--- src/rtl/vga_cell_buffer.sv ---
// Cell-grid pixel source for the VGA display stage: 2-clock read pipeline, handshake cell writes, hardware clear.
// Optional VGA_CURSOR_EN: inverts the border pixels of the last written cell.
module vga_cell_buffer #(
    parameter int unsigned CELL_SHIFT = 3,
    parameter int unsigned GRID_BITS  = 5
) (
    input  logic                 clock,
    input  logic                 reset,
    input  logic [7:0]           iCol,
    input  logic [7:0]           iRow,
    output logic                 oR,
    output logic                 oG,
    output logic                 oB,
    input  logic                 iWrValid,
    output logic                 oWrReady,
    input  logic [GRID_BITS-1:0] iWrX,
    input  logic [GRID_BITS-1:0] iWrY,
    input  logic [2:0]           iWrColor,
    input  logic                 iClear,
    input  logic [2:0]           iClearColor,
    output logic                 oBusy
);

    localparam int unsigned ADDR_W = 2 * GRID_BITS;
    localparam int unsigned DEPTH  = 1 << ADDR_W;
    localparam logic [ADDR_W-1:0] LAST_ADDR = ADDR_W'(DEPTH - 1);

    if (CELL_SHIFT + GRID_BITS != 8) begin : g_bad_geometry
        $error("vga_cell_buffer: CELL_SHIFT + GRID_BITS must equal 8");
    end

    typedef enum logic {
        ST_IDLE,
        ST_CLEAR
    } state_t;

    state_t              state_q;
    logic [ADDR_W-1:0]   clr_cnt_q;
    logic [2:0]          fill_q;
    logic [ADDR_W-1:0]   rd_addr_q;
    logic [ADDR_W-1:0]   rd_addr_d;
    logic [2:0]          rgb_q;
    logic [2:0]          pix_mask_c;
    logic                wr_fire_c;
    logic                ram_we_c;
    logic [ADDR_W-1:0]   ram_waddr_c;
    logic [2:0]          ram_wdata_c;

    logic [2:0] mem [DEPTH];

    // A clear request in IDLE blocks the same-cycle write
    assign oWrReady  = (state_q == ST_IDLE) & ~iClear;
    assign oBusy     = (state_q == ST_CLEAR);
    assign wr_fire_c = iWrValid & oWrReady;
    assign rd_addr_d = ADDR_W'({iRow[7:CELL_SHIFT], iCol[7:CELL_SHIFT]});

    // RAM write port: clear sweep has priority, nothing is written while in reset
    always_comb begin
        ram_we_c    = 1'b0;
        ram_waddr_c = '0;
        ram_wdata_c = '0;
        if (!reset) begin
            if (state_q == ST_CLEAR) begin
                ram_we_c    = 1'b1;
                ram_waddr_c = clr_cnt_q;
                ram_wdata_c = fill_q;
            end else if (wr_fire_c) begin
                ram_we_c    = 1'b1;
                ram_waddr_c = ADDR_W'({iWrY, iWrX});
                ram_wdata_c = iWrColor;
            end
        end
    end

    always_ff @(posedge clock) begin
        if (ram_we_c) begin
            mem[ram_waddr_c] <= ram_wdata_c;
        end
    end

    // Clear FSM
    always_ff @(posedge clock) begin
        if (reset) begin
            state_q   <= ST_IDLE;
            clr_cnt_q <= '0;
            fill_q    <= '0;
        end else begin
            case (state_q)
                ST_IDLE: begin
                    if (iClear) begin
                        fill_q    <= iClearColor;
                        clr_cnt_q <= '0;
                        state_q   <= ST_CLEAR;
                    end
                end
                ST_CLEAR: begin
                    clr_cnt_q <= clr_cnt_q + ADDR_W'(1);
                    if (clr_cnt_q == LAST_ADDR) begin
                        state_q <= ST_IDLE;
                    end
                end
                default: state_q <= ST_IDLE;
            endcase
        end
    end

`ifdef VGA_CURSOR_EN
    logic [ADDR_W-1:0]     cursor_q;
    logic [CELL_SHIFT-1:0] col_lo_q;
    logic [CELL_SHIFT-1:0] row_lo_q;
    logic                  border_c;

    always_ff @(posedge clock) begin
        if (reset) begin
            cursor_q <= '0;
            col_lo_q <= '0;
            row_lo_q <= '0;
        end else begin
            col_lo_q <= iCol[CELL_SHIFT-1:0];
            row_lo_q <= iRow[CELL_SHIFT-1:0];
            if (wr_fire_c) begin
                cursor_q <= ADDR_W'({iWrY, iWrX});
            end
        end
    end

    // Border position comes from the address stage so the outline adds no latency
    assign border_c   = (col_lo_q == '0) | (col_lo_q == '1) | (row_lo_q == '0) | (row_lo_q == '1);
    assign pix_mask_c = {3{border_c & (rd_addr_q == cursor_q)}};
`else
    assign pix_mask_c = 3'b000;
`endif

    // Read pipeline: address register, then data register (old data on write collision)
    always_ff @(posedge clock) begin
        if (reset) begin
            rd_addr_q <= '0;
            rgb_q     <= '0;
        end else begin
            rd_addr_q <= rd_addr_d;
            rgb_q     <= mem[rd_addr_q] ^ pix_mask_c;
        end
    end

    assign oR = rgb_q[2];
    assign oG = rgb_q[1];
    assign oB = rgb_q[0];

endmodule
--- config.mk ---
export PLATFORM = sky130hd
export DESIGN_NAME = vga_cell_buffer
export DESIGN_NICKNAME = d
export VERILOG_FILES = /design/src/rtl/vga_cell_buffer.sv
export SDC_FILE = /design/constraint.sdc
export NUM_CORES = 2
export LEC_CHECK = 0
export BUFFER_PORTS_ARGS = -buffer_cell sky130_fd_sc_hd__buf_2
export CAP_MARGIN = 20
export CORE_MARGIN = 5
export CORE_UTILIZATION = 50
export CTS_CLUSTER_DIAMETER = 150
export DETAILED_ROUTE_END_ITERATION = 12
export MAX_ROUTING_LAYER = met4
export PLACE_DENSITY = 0.65
export SLEW_MARGIN = 30
export SYNTH_ARGS = -nofsm -noshare
export SYNTH_HDL_FRONTEND = slang
export SYNTH_SLANG_ARGS = --single-unit
--- constraint.sdc ---
create_clock -name clock -period 78.5 [get_ports clock]
set_input_delay 11.775 -clock clock [delete_from_list [all_inputs] [get_ports clock]]
set_output_delay 11.775 -clock clock [all_outputs]
set_load 0.03 [all_outputs]
Word-level counts from Yosys, hierarchy flattened:

Memories as Yosys holds them, arrays and structs flattened. A register that Yosys moved wholly into a read port is not among the register bits.
Index checks and enable logic that the tools add are counted.

* input bits: 36
* bits in writable memories: 3072
* output and inout port bits: 5
* word-level logic and storage cells: 29
* memories kept: 1
* register bits: 24

Memory list
* mem: depth 1024, bits a word 3, rd ports 1, clocked after Yosys merged registers in 1, wr ports 1, line 49 `logic [2:0] mem [DEPTH];`

* add/subtract/negate cells: 1
* reductions and logical operators: 1
* multiplexer cells: 16
* bitwise logic cells: 4
* eq/ne operators: 2

Operators with widths (number)
* $mux 10: 4
* $pmux 10 s2: 1
* $add 10x1->10 const B: 1
* $eq 10x10->1 const B: 1
* $mux 3: 3
* $mux 1: 7
* $and 1x1->1: 2
* $ne 2x2->1 const B: 1
* $not 1->1: 2
* $pmux 1 s2: 1
* $reduce_and 2->1: 1

Logic depth before layout (Yosys ltp):

* depth after elaboration: 8
* gate-level depth with buffers: 16
* depth with buffers taken out: 8

Worst setup path after synthesis:

OpenSTA, ideal clock, no wires.

* path kind: input -> register
* from: input iClear
* to: memory mem[0][0] (data pin)
* slack: 37211 ps
* setup time: 4951 ps
* buffers on the path: 1
* stages: 5
* data required time: 73549 ps
* data arrival time: 36338 ps
* cell sequence: nor2_1 -> and2_1 -> clkbuf_1 -> a22oi_1 -> nor2_1

* longest elaborated chain between the ends: 6

Ends and longest elaborated chain
* from (decl): line 19 `input logic iClear,`
* $not 1->1: line 52 `assign oWrReady = (state_q == ST_IDLE) & ~iClear;`
* $and 1x1->1: line 52
* $and 1x1->1: line 54 `assign wr_fire_c = iWrValid & oWrReady;`
* $mux 3: line 67 `end else if (wr_fire_c) begin`
* $mux 3: line 63 `if (state_q == ST_CLEAR) begin`
* $mux 3: line 62 `if (!reset) begin`
* named net ram_wdata_c[0]: line 47 `logic [2:0] ram_wdata_c;`
* to (decl): line 49

The timed path passes the listed nets, and every way through them passes these cells.

Worst setup path in the final report:

* from: input iClear
* to: output oWrReady

* longest elaborated chain between the ends: 2

Ends and longest elaborated chain
* $not 1->1: line 52
* $and 1x1->1: line 52
* to (decl): line 15 `output logic oWrReady,`

No other way between the ends.

==> qor.yml <==
synth_edf_count: 3072
fmax_mhz: 41.0
io_buffers: 34
routed_wl_mm: 353
start_util_pct: 50.2
areaGrowthSynthToFinish_pct: 10.4
cts_tree: "yes"
antenna_found_initial: 19
critPathMaxFanout: 5
skew_ns: 0.0645
critPathLaunchType: "input port"
die_h_um: 512
pre_cts_slack_ns: 54.06
worst_slew_pin_slew_ns: 1.09
status: "completed"
cap_violations: 0
synth_area_leader_cell: "edfxtp_1"
ir_worst_vdd_mv: 0.0244
crit_type: "in2out"
firstDrtPassIters: 6
grt_pass1_wl_mm: 496
synth.area.top_cells: "edfxtp_1 (73%), mux4_2 (5.4%), mux4_1 (5.3%), mux2i_1 (3.9%), nor2_1 (3.3%)"
hold_viol_final: 0
required_ns: 66.73
finalCriticalPeriod_ns: 24.41
syn-mean-instance-area_sq_um: 18.4
htree_levels: 5
chipWidth_um: 512
grt_usage_pct: 27.3
die_area_sq_mm: 0.263
worstPathArrival_ns: 12.63
synth_area_sq_mm: 0.126
placeableCoreArea_sq_mm: 0.251
io_pins: 41
min_period_over_period_pct: 31.1
drt-initial-drc-count: 9113
fp-row-count: 184
clock_sinks: 3099
p_leak_nw: 43.3
finalMaxSlewViolations: 0
place.gp.congestion: 0.884
rsz0062_at_grt: "no"
setup_ws_ns: 54.09
ctsHoldBuffers: 0
relSlewSlack_pct: 27.3
nets: 6913
power_density_mw_per_mm2: 25.0
hold_class: "reg2reg"
async_flop_share_pct: 0
setup_viol: 0
wl_per_cell_um: 33.7
vias_per_cell: 6.48
syn_inst: 6867
final_cell_mix: "edfxtp_1 (3072), nor2_1 (1095), mux2i_1 (491)"
hpwl_mm: 202
grt-ovfl-total: 0
cts-root-buf: "clkbuf_16"
clk_latency_ns: 0.97
end_kind: "output port"
synthesis.nets: 6904
synth_ff_type: "edfxtp_1"
synth_top_area_share_pct: 73.1
path_clk_slew_ns: 0.06
post_cts_buffers: 0
grt_pass1_vias: 66300
yosysWarnings: 0
seq_area_frac_synth_pct: 73.5
tns_ns: 0
drive_above_1_share_pct: 15.3
ctsResizeCount: 0
synth-seq-cells: 3099
synth_cell_types: 84
cts-buffers-inserted: 321
drc: 0
grt_max_degree: 241
mostFrequentLayoutCell: "edfxtp_1"
dr_total_vias: 67900
cts_max_path_buffers: 4
ant_nets: 0
[critical path, cell delays in order]
cell    delay, ns
buf_2        0.15
nor2_1       0.41
buf_2        0.30
[report_power, final]
| group | total, W | switching (W) | internal, W |
|---|---|---|---|
| Clock | 0.00151 | 0.000618 | 0.000891 |
| Sequential | 0.00181 | 0.00000217 | 0.00181 |
| Combinational | 0.000155 | 0.000106 | 0.0000487 |
[cell type report]
type | instances | area (sq um)
Timing Repair Buffer | 205 | 1760
Inverter | 13 | 61.3
Tap cell | 3348 | 4190
Clock buffer | 388 | 8440
Multi-Input combinational cell | 3236 | 30200
Fill cell | 19000 | 112000
Sequential cell | 3099 | 92800
Clock inverter | 169 | 1830
Antenna cell | 19 | 47.5
[flip-flops by register name, summed over array words and instances (netlist names)]
signal / flops
mem: 3072
clr_cnt_q: 10
rd_addr_q: 10
fill_q: 3
rgb_q: 3
oBusy: 1
[cell usage after synthesis (all sizes together), types with 7 or more instances]
library cell  number
clkbuf           266
nand2            152
o21ai             75
nand3             42
or2                7
a21oi            128
and2              12
dfxtp             27
a31oi             20
nor2            1106
a32oi              7
edfxtp          3072
o221ai           194
a221oi            16
nand4             16
a22o              11
mux2i            492
nor2b             22
nor4              15
buf              252
nand3b             7
o211ai            14
nand2b            12
inv               10
mux2               9
o22ai             93
a211oi            24
or3                8
a22oi             59
o32ai              7
mux4             560
nor3              56
a2111oi           17
nor3b              7
[logic make-up (layout without fill, tap and decap cells)]
logic type      Yosys count  after routing  synth area share (%)
simple gates           1480           1480                  4.81
fa+ha+maj                 1              1               0.00991
compound gates          694            694                  3.93
mux                    1061           1061                  14.7
flops                  3099           3099                  73.5
buf+inv                 532            775                  2.99
other cells               0             19                     0
[path summary, 6_finish.rpt]
path | startpoint | end | slack, ns | cells after the start
worst max register to register | rd_addr_q[1] | rgb_q[2] | 71.45 | 12
worst min-delay path | fill_q[2] | fill_q[2] | 0.50 | 2
worst max-delay path | iClear | oWrReady | 54.09 | 3
worst min register to register | fill_q[2] | fill_q[2] | 0.50 | 2
[metal layers]
metal / up-vias / wire length [um] / GRT usage, %
met3: 716 / 37500 / 6.18
met2: 3986 / 165000 / 41.4
met4: 0 / 15900 / 10.6
met5: - / 0 / -
li1: 27900 / - / -
met1: 35300 / 134000 / 36.3
[stage by stage]
| step | hold slack (ns) | power (W) | cell area (sq um) | instances | utilization [%] |
|---|---|---|---|---|---|
| 6_report | 0.495 | 0.00348 | 139000 | 10500 | 55.4 |
| 5_1_grt | 0.532 | 0.00357 | 139000 | 10500 | 55.4 |
| 4_1_cts | 0.502 | 0.00349 | 139000 | 10500 | 55.3 |
| 3_5_place_dp | 0.491 | 0.00200 | 129000 | 9897 | 51.2 |
| 3_3_place_gp | 0.484 | 0.00200 | 129000 | 9895 | 51.2 |
| 2_1_floorplan | 0.464 | 0.00197 | 126000 | 6867 | - |
Note: power is estimated with default switching activity, not from simulation.
